[src/rtl/imem_loader.sv]
// imem_loader: boot-time loader that streams big-endian instruction words
// into instruction memory and holds the CPU PC in reset until the program
// is fully written.
//
// Build option: define IMEM_LOADER_CHECKSUM_EN to append a 4-byte checksum
// word after the program. The load then only releases the CPU when the
// checksum matches.
//
// state | meaning
// ------+-------------------------------------------------------------
// IDLE  | waiting for start, CPU held in reset
// LOAD  | accepting program bytes, one memory write per 4 bytes
// CHECK | accepting the 4-byte checksum word (checksum build only)
// DONE  | program written, CPU released, fetch starts at word 0
// ERR   | checksum mismatch, CPU held in reset (checksum build only)
module imem_loader #(
   parameter int DEPTH  = 256,
   parameter int ADDR_W = 8
) (
   input  logic              clock,
   input  logic              rst,
   input  logic              start,
   input  logic [ADDR_W:0]   word_count,
   input  logic              byte_valid,
   input  logic [7:0]        byte_data,
   output logic              byte_ready,
   output logic              imem_we,
   output logic [31:0]       imem_addr,
   output logic [31:0]       imem_wdata,
   output logic              cpu_reset,
   output logic              busy,
   output logic              done,
   output logic              error
);

   localparam logic [ADDR_W:0] DEPTH_W = (ADDR_W+1)'(DEPTH);
   localparam logic [ADDR_W:0] ONE_W   = (ADDR_W+1)'(1);

`ifdef IMEM_LOADER_CHECKSUM_EN
   typedef enum logic [2:0] {
      IDLE  = 3'd0,
      LOAD  = 3'd1,
      CHECK = 3'd2,
      DONE  = 3'd3,
      ERR   = 3'd4
   } state_t;
   // The checksum word always follows the program, even an empty one.
   localparam state_t AFTER_LOAD = CHECK;
`else
   typedef enum logic [2:0] {
      IDLE  = 3'd0,
      LOAD  = 3'd1,
      DONE  = 3'd3
   } state_t;
   localparam state_t AFTER_LOAD = DONE;
`endif

   state_t            state;
   state_t            state_nx;

   logic [ADDR_W:0]   count_clamp;
   logic [ADDR_W:0]   word_total;
   logic [ADDR_W:0]   ptr;
   logic [ADDR_W:0]   ptr_inc;
   logic [1:0]        byte_cnt;
   logic [23:0]       shift;
   logic [31:0]       assembled;

   logic              xfer;
   logic              last_byte;
   logic              last_word;
   logic              start_ok;
   logic              done_nx;

`ifdef IMEM_LOADER_CHECKSUM_EN
   logic [31:0]       csum;
   logic              error_q;
   logic              error_nx;
`endif

   // Program length is clamped so writes never run past the memory.
   assign count_clamp = (word_count > DEPTH_W) ? DEPTH_W : word_count;

   assign ptr_inc     = ptr + ONE_W;
   assign last_word   = (ptr_inc == word_total);
   assign assembled   = {shift, byte_data};

   // Ready depends only on state so the source sees a stable handshake.
   always_comb begin
      byte_ready = (state == LOAD);
`ifdef IMEM_LOADER_CHECKSUM_EN
      if (state == CHECK) begin
         byte_ready = 1'b1;
      end
`endif
   end

   assign busy      = byte_ready;
   assign xfer      = byte_valid & byte_ready;
   assign last_byte = xfer && (byte_cnt == 2'd3);

   // State register.
   always_ff @(posedge clock) begin
      if (rst) begin
         state <= IDLE;
      end else begin
         state <= state_nx;
      end
   end

   // Next-state and registered-status targets.
   always_comb begin
      state_nx = state;
      start_ok = 1'b0;
      done_nx  = 1'b0;
`ifdef IMEM_LOADER_CHECKSUM_EN
      error_nx = 1'b0;
`endif

      case (state)
         LOAD: begin
            if (last_byte && last_word) begin
               state_nx = AFTER_LOAD;
            end
         end
`ifdef IMEM_LOADER_CHECKSUM_EN
         CHECK: begin
            if (last_byte) begin
               state_nx = (assembled == csum) ? DONE : ERR;
            end
         end
         ERR: begin
            error_nx = 1'b1;
         end
`endif
         DONE: begin
            done_nx = 1'b1;
         end
         default: begin
         end
      endcase

      // start is only honoured while no byte stream is in progress; it
      // drops done/error and re-asserts cpu_reset on the accepting edge.
      if (start && !byte_ready) begin
         start_ok = 1'b1;
         done_nx  = 1'b0;
`ifdef IMEM_LOADER_CHECKSUM_EN
         error_nx = 1'b0;
`endif
         state_nx = (count_clamp == '0) ? AFTER_LOAD : LOAD;
      end
   end

   // Byte assembly, memory write strobe and status registers.
   always_ff @(posedge clock) begin
      if (rst) begin
         word_total <= '0;
         ptr        <= '0;
         byte_cnt   <= '0;
         shift      <= '0;
         imem_we    <= 1'b0;
         imem_addr  <= '0;
         imem_wdata <= '0;
         done       <= 1'b0;
         cpu_reset  <= 1'b1;
`ifdef IMEM_LOADER_CHECKSUM_EN
         csum       <= '0;
         error_q    <= 1'b0;
`endif
      end else begin
         imem_we   <= 1'b0;
         done      <= done_nx;
         cpu_reset <= ~done_nx;
`ifdef IMEM_LOADER_CHECKSUM_EN
         error_q   <= error_nx;
`endif
         if (start_ok) begin
            word_total <= count_clamp;
            ptr        <= '0;
            byte_cnt   <= '0;
`ifdef IMEM_LOADER_CHECKSUM_EN
            csum       <= '0;
`endif
         end else if (xfer) begin
            byte_cnt <= byte_cnt + 2'd1;
            shift    <= {shift[15:0], byte_data};
            if ((state == LOAD) && (byte_cnt == 2'd3)) begin
               imem_we    <= 1'b1;
               imem_addr  <= 32'(ptr[ADDR_W-1:0]);
               imem_wdata <= assembled;
               ptr        <= ptr_inc;
`ifdef IMEM_LOADER_CHECKSUM_EN
               csum       <= csum + assembled;
`endif
            end
         end
      end
   end

`ifdef IMEM_LOADER_CHECKSUM_EN
   assign error = error_q;
`else
   assign error = 1'b0;
`endif

endmodule

[config.mk]
export PLATFORM = sky130hd
export DESIGN_NAME = imem_loader
export DESIGN_NICKNAME = d
export VERILOG_FILES = /design/src/rtl/imem_loader.sv
export SDC_FILE = /design/constraint.sdc
export NUM_CORES = 1
export LEC_CHECK = 0
export BUFFER_PORTS_ARGS = -buffer_cell sky130_fd_sc_hd__clkbuf_2
export CAP_MARGIN = 10
export CORE_MARGIN = 4
export CORE_UTILIZATION = 55
export CTS_BUF_LIST = sky130_fd_sc_hd__clkbuf_4 sky130_fd_sc_hd__clkbuf_8
export CTS_CLUSTER_SIZE = 8
export DETAILED_ROUTE_END_ITERATION = 6
export PLACE_DENSITY = 0.82
export SLEW_MARGIN = 20
export SYNTH_ARGS = -nofsm -noshare
export SYNTH_HDL_FRONTEND = slang
export SYNTH_SLANG_ARGS = --single-unit
[constraint.sdc]
create_clock -name clock -period 2.6 [get_ports clock]
set_input_delay 0 -clock clock [delete_from_list [all_inputs] [get_ports clock]]
set_output_delay 0 -clock clock [all_outputs]
set_load 0.01 [all_outputs]
==> metrics.md <==
| Metric | Value |
|---|---|
| Status | `finished clean` |
| Global-route wire length before repair | `12400 um` |
| Min Tclk post-route | `roughly 2000 ps` |
| Top post-synthesis cells by area | `dfxtp_1, nand2_1, a21oi_1` |
| WL/cell | `about 13 um` |
| DP HPWL | `roughly 5100 um` |
| Post-synthesis register bit count | `between 80 and 90` |
| RSZ-0062 raised after global routing | `no` |
| Floorplan core area | `~0.0063 sq mm` |
| Vias in the first global route | `2730` |
| Worst Clk Skew | `about 14 ps` |
| Final cycle utilization of the critical path | `77.5%` |
| CP required | `~2900 ps` |
| YS warnings | `0` |
| Power Density | `between 500 and 600 mW/mm^2` |
| PortBufs | `65` |
| Post-synthesis cell type count | `34` |
| MaxCap Viol Count | `0` |
| Cells after DPL | `558` |
| Critical path peak fanout | `6` |
| GRT Overall Usage | `20.0%` |
| Die Ht | `just under 90 um` |
| Clock latency on the worst-skew pair | `350 ps` |
| Post-synth top area share | `roughly half` |
| Final cell count without fillers | `just under 600` |
| Clock slew at reported path FFs | `roughly 70 ps` |
| Metal3 WL | `468 um` |
| DR WL met2 | `3420 um` |
| Initial antenna violation count | `0` |
| PostCTS Resize Cnt | `0` |
| Hold Vio Cnt, Final | `0` |
| Share of cells above drive strength 1 | `between 10% and 20%` |
| 1st-iter DRT viols | `215` |
| Crit Path Class | `reg -> reg` |
| Synth Instances | `about 440` |
| Cts bufs inserted | `9` |
| Layout Nets | `about 540` |
| Post-Syn Area | `about 0.0036 sq mm` |
| Ant. Diodes | `0` |
| Max IR drop VDD | `about 0.34 mV` |
| Syn Area/Cell | `roughly 8.2 sq um` |
| Clk sinks | `89` |
| Hold Path Class | `in -> reg` |
| Via Count | `around 3000` |
| Worst Hold Slack | `242 ps` |
| Root buf cell | `clkbuf_8` |
| Die area | `a little under 0.008 sq mm` |
| Cell taking the most area after synthesis | `dfxtp_1` |
| Worst-Margin Slew | `a little over 900 ps` |
| Sequential element share of the synthesized area | `about half` |
| Final setup TNS | `0 ps` |
| Setup violations, final | `0` |
| Maximum clock rate | `about 500 MHz` |
| Total Wirelength | `7490 um` |
| Via/cell ratio | `a little over 5` |
| DR DRC count | `0` |
| Clk buf depth | `2` |
| Worst EP arrival | `between 2000 and 2500 ps` |
| Commonest cells after routing, fill and taps aside | `nand2_1, dfxtp_1, a21oi_1` |
| Crit start category | `flop` |
| Commonest non-fill, non-tap cell in the layout | `nand2_1` |
| # IOs | `91` |
| Pleak | `between 1.5 and 2 nW` |
| H-tree Lvls | `3` |
| Max-slew violation count | `0` |
| Total grt overflow | `0` |
| Pre-antenna DRT Iters | `4` |
| Met1 WL | `between 3000 and 4000 um` |
| Top sig layer | `met4` |
| TritonCTS clock tree | `built` |
| Initial Utilization | `a little under three fifths` |
| Final ANT Viol Nets | `0` |
| Largest net degree at the start of global routing | `61` |
| Area grow syn2layout | `18.3%` |
| Critical Path End Type | `flop` |
| Worst slew margin | `around 38%` |
| Die Width | `88.8 um` |
| RD Place Congestion | `between 0.8 and 0.9` |
| Num rows | `29` |
worst paths after layout:
kind	from	end	slack [ps]	depth (start not counted)
max	ptr[0]$_SDFFE_PP0P_	state[1]$_SDFFE_PP0P_	590	5
max reg2reg	ptr[0]$_SDFFE_PP0P_	state[1]$_SDFFE_PP0P_	590	5
min	byte_valid	state[1]$_SDFFE_PP0P_	240	5
min reg2reg	imem_wdata[17]$_SDFFE_PP0P_	imem_wdata[17]$_SDFFE_PP0P_	460	2
per-stage QoR:
step                      area (sq um)  utilization [%]  worst slack (ps)  power [mW]
after global routing              4250             67.0               502        2.62
after CTS                         4250             67.0               572        2.53
after detailed placement          3820             60.2               580        1.55
final                             4250             67.0               586        2.52
after floorplan                   3680                -               731        1.54
after global placement            3820             60.2               693        1.54
layout make-up:
cell class	count	area, sq um
Fill cell	531	2100
Clock buffer	11	151
Inverter	3	11.3
Timing Repair Buffer	91	576
Tap cell	77	96.3
Clock inverter	5	61.3
Multi-Input combinational cell	320	1580
Sequential cell	89	1780
power breakdown:
part | internal [mW] | total [mW] | switching (mW)
clock | 0.502 | 0.978 | 0.476
combinational | 0.0605 | 0.151 | 0.0908
sequential | 1.38 | 1.39 | 0.0145
registers in the layout (all words and copies together) (netlist names):
register	cells
byte_cnt	2
cpu_reset	1
done	1
imem_addr	8
imem_wdata	32
imem_we	1
ptr	9
shift	24
state	2
word_total	9
worst max-delay path, stage by stage (launching register included):
cell	delay, ps
dfxtp_1	460
ha_1	300
xor2_1	160
or4_1	500
a221o_1	300
a211oi_2	210
cell usage after synthesis (all sizes together):
| library cell | number |
|---|---|
| buf | 31 |
| xor2 | 8 |
| a211o | 1 |
| inv | 3 |
| dfxtp | 89 |
| nand2 | 142 |
| and4 | 1 |
| a221o | 1 |
| conb | 1 |
| or3b | 1 |
| nor2 | 16 |
| nor3 | 1 |
| clkbuf | 22 |
| nand3 | 7 |
| nand4 | 5 |
| a21oi | 71 |
| and4b | 1 |
| and2 | 1 |
| o21bai | 2 |
| xnor2 | 12 |
| ha | 2 |
| a211oi | 2 |
| nor4 | 3 |
| nand4b | 1 |
| and3 | 2 |
| a22o | 8 |
| or4 | 1 |
| o21ai | 1 |
| nand2b | 5 |
routing by layer:
metal | global-route usage, % | up-vias
li1 | - | 1546
met1 | 27.0 | 1371
met2 | 31.2 | 85
met4 | 8.24 | 0
met3 | 4.19 | 8
met5 | 0 | -
cells by family (layout without fill, tap and decap cells):
group                    after synthesis  after routing  share of synthesized area (%)
flip-flops                            89             89                           49.6
AO/OA/AOI/OAI                         86             86                           13.5
other                                  1             25                          0.104
buffers and inverters                 56            110                           9.08
adder cells (fa/ha/maj)                2              2                          0.696
XOR/XNOR                              20             20                           4.87
AND/OR/NAND/NOR                      187            187                           22.2
repair_timing:
item / 4_1_cts / 5_1_grt
buffers inserted: 0 / 0
endpoints found under the setup margin: 0 / 0
hold buffers: 22 / 0
endpoints found under the hold margin: 30 / 0
Power figures use the tool's default switching activity.
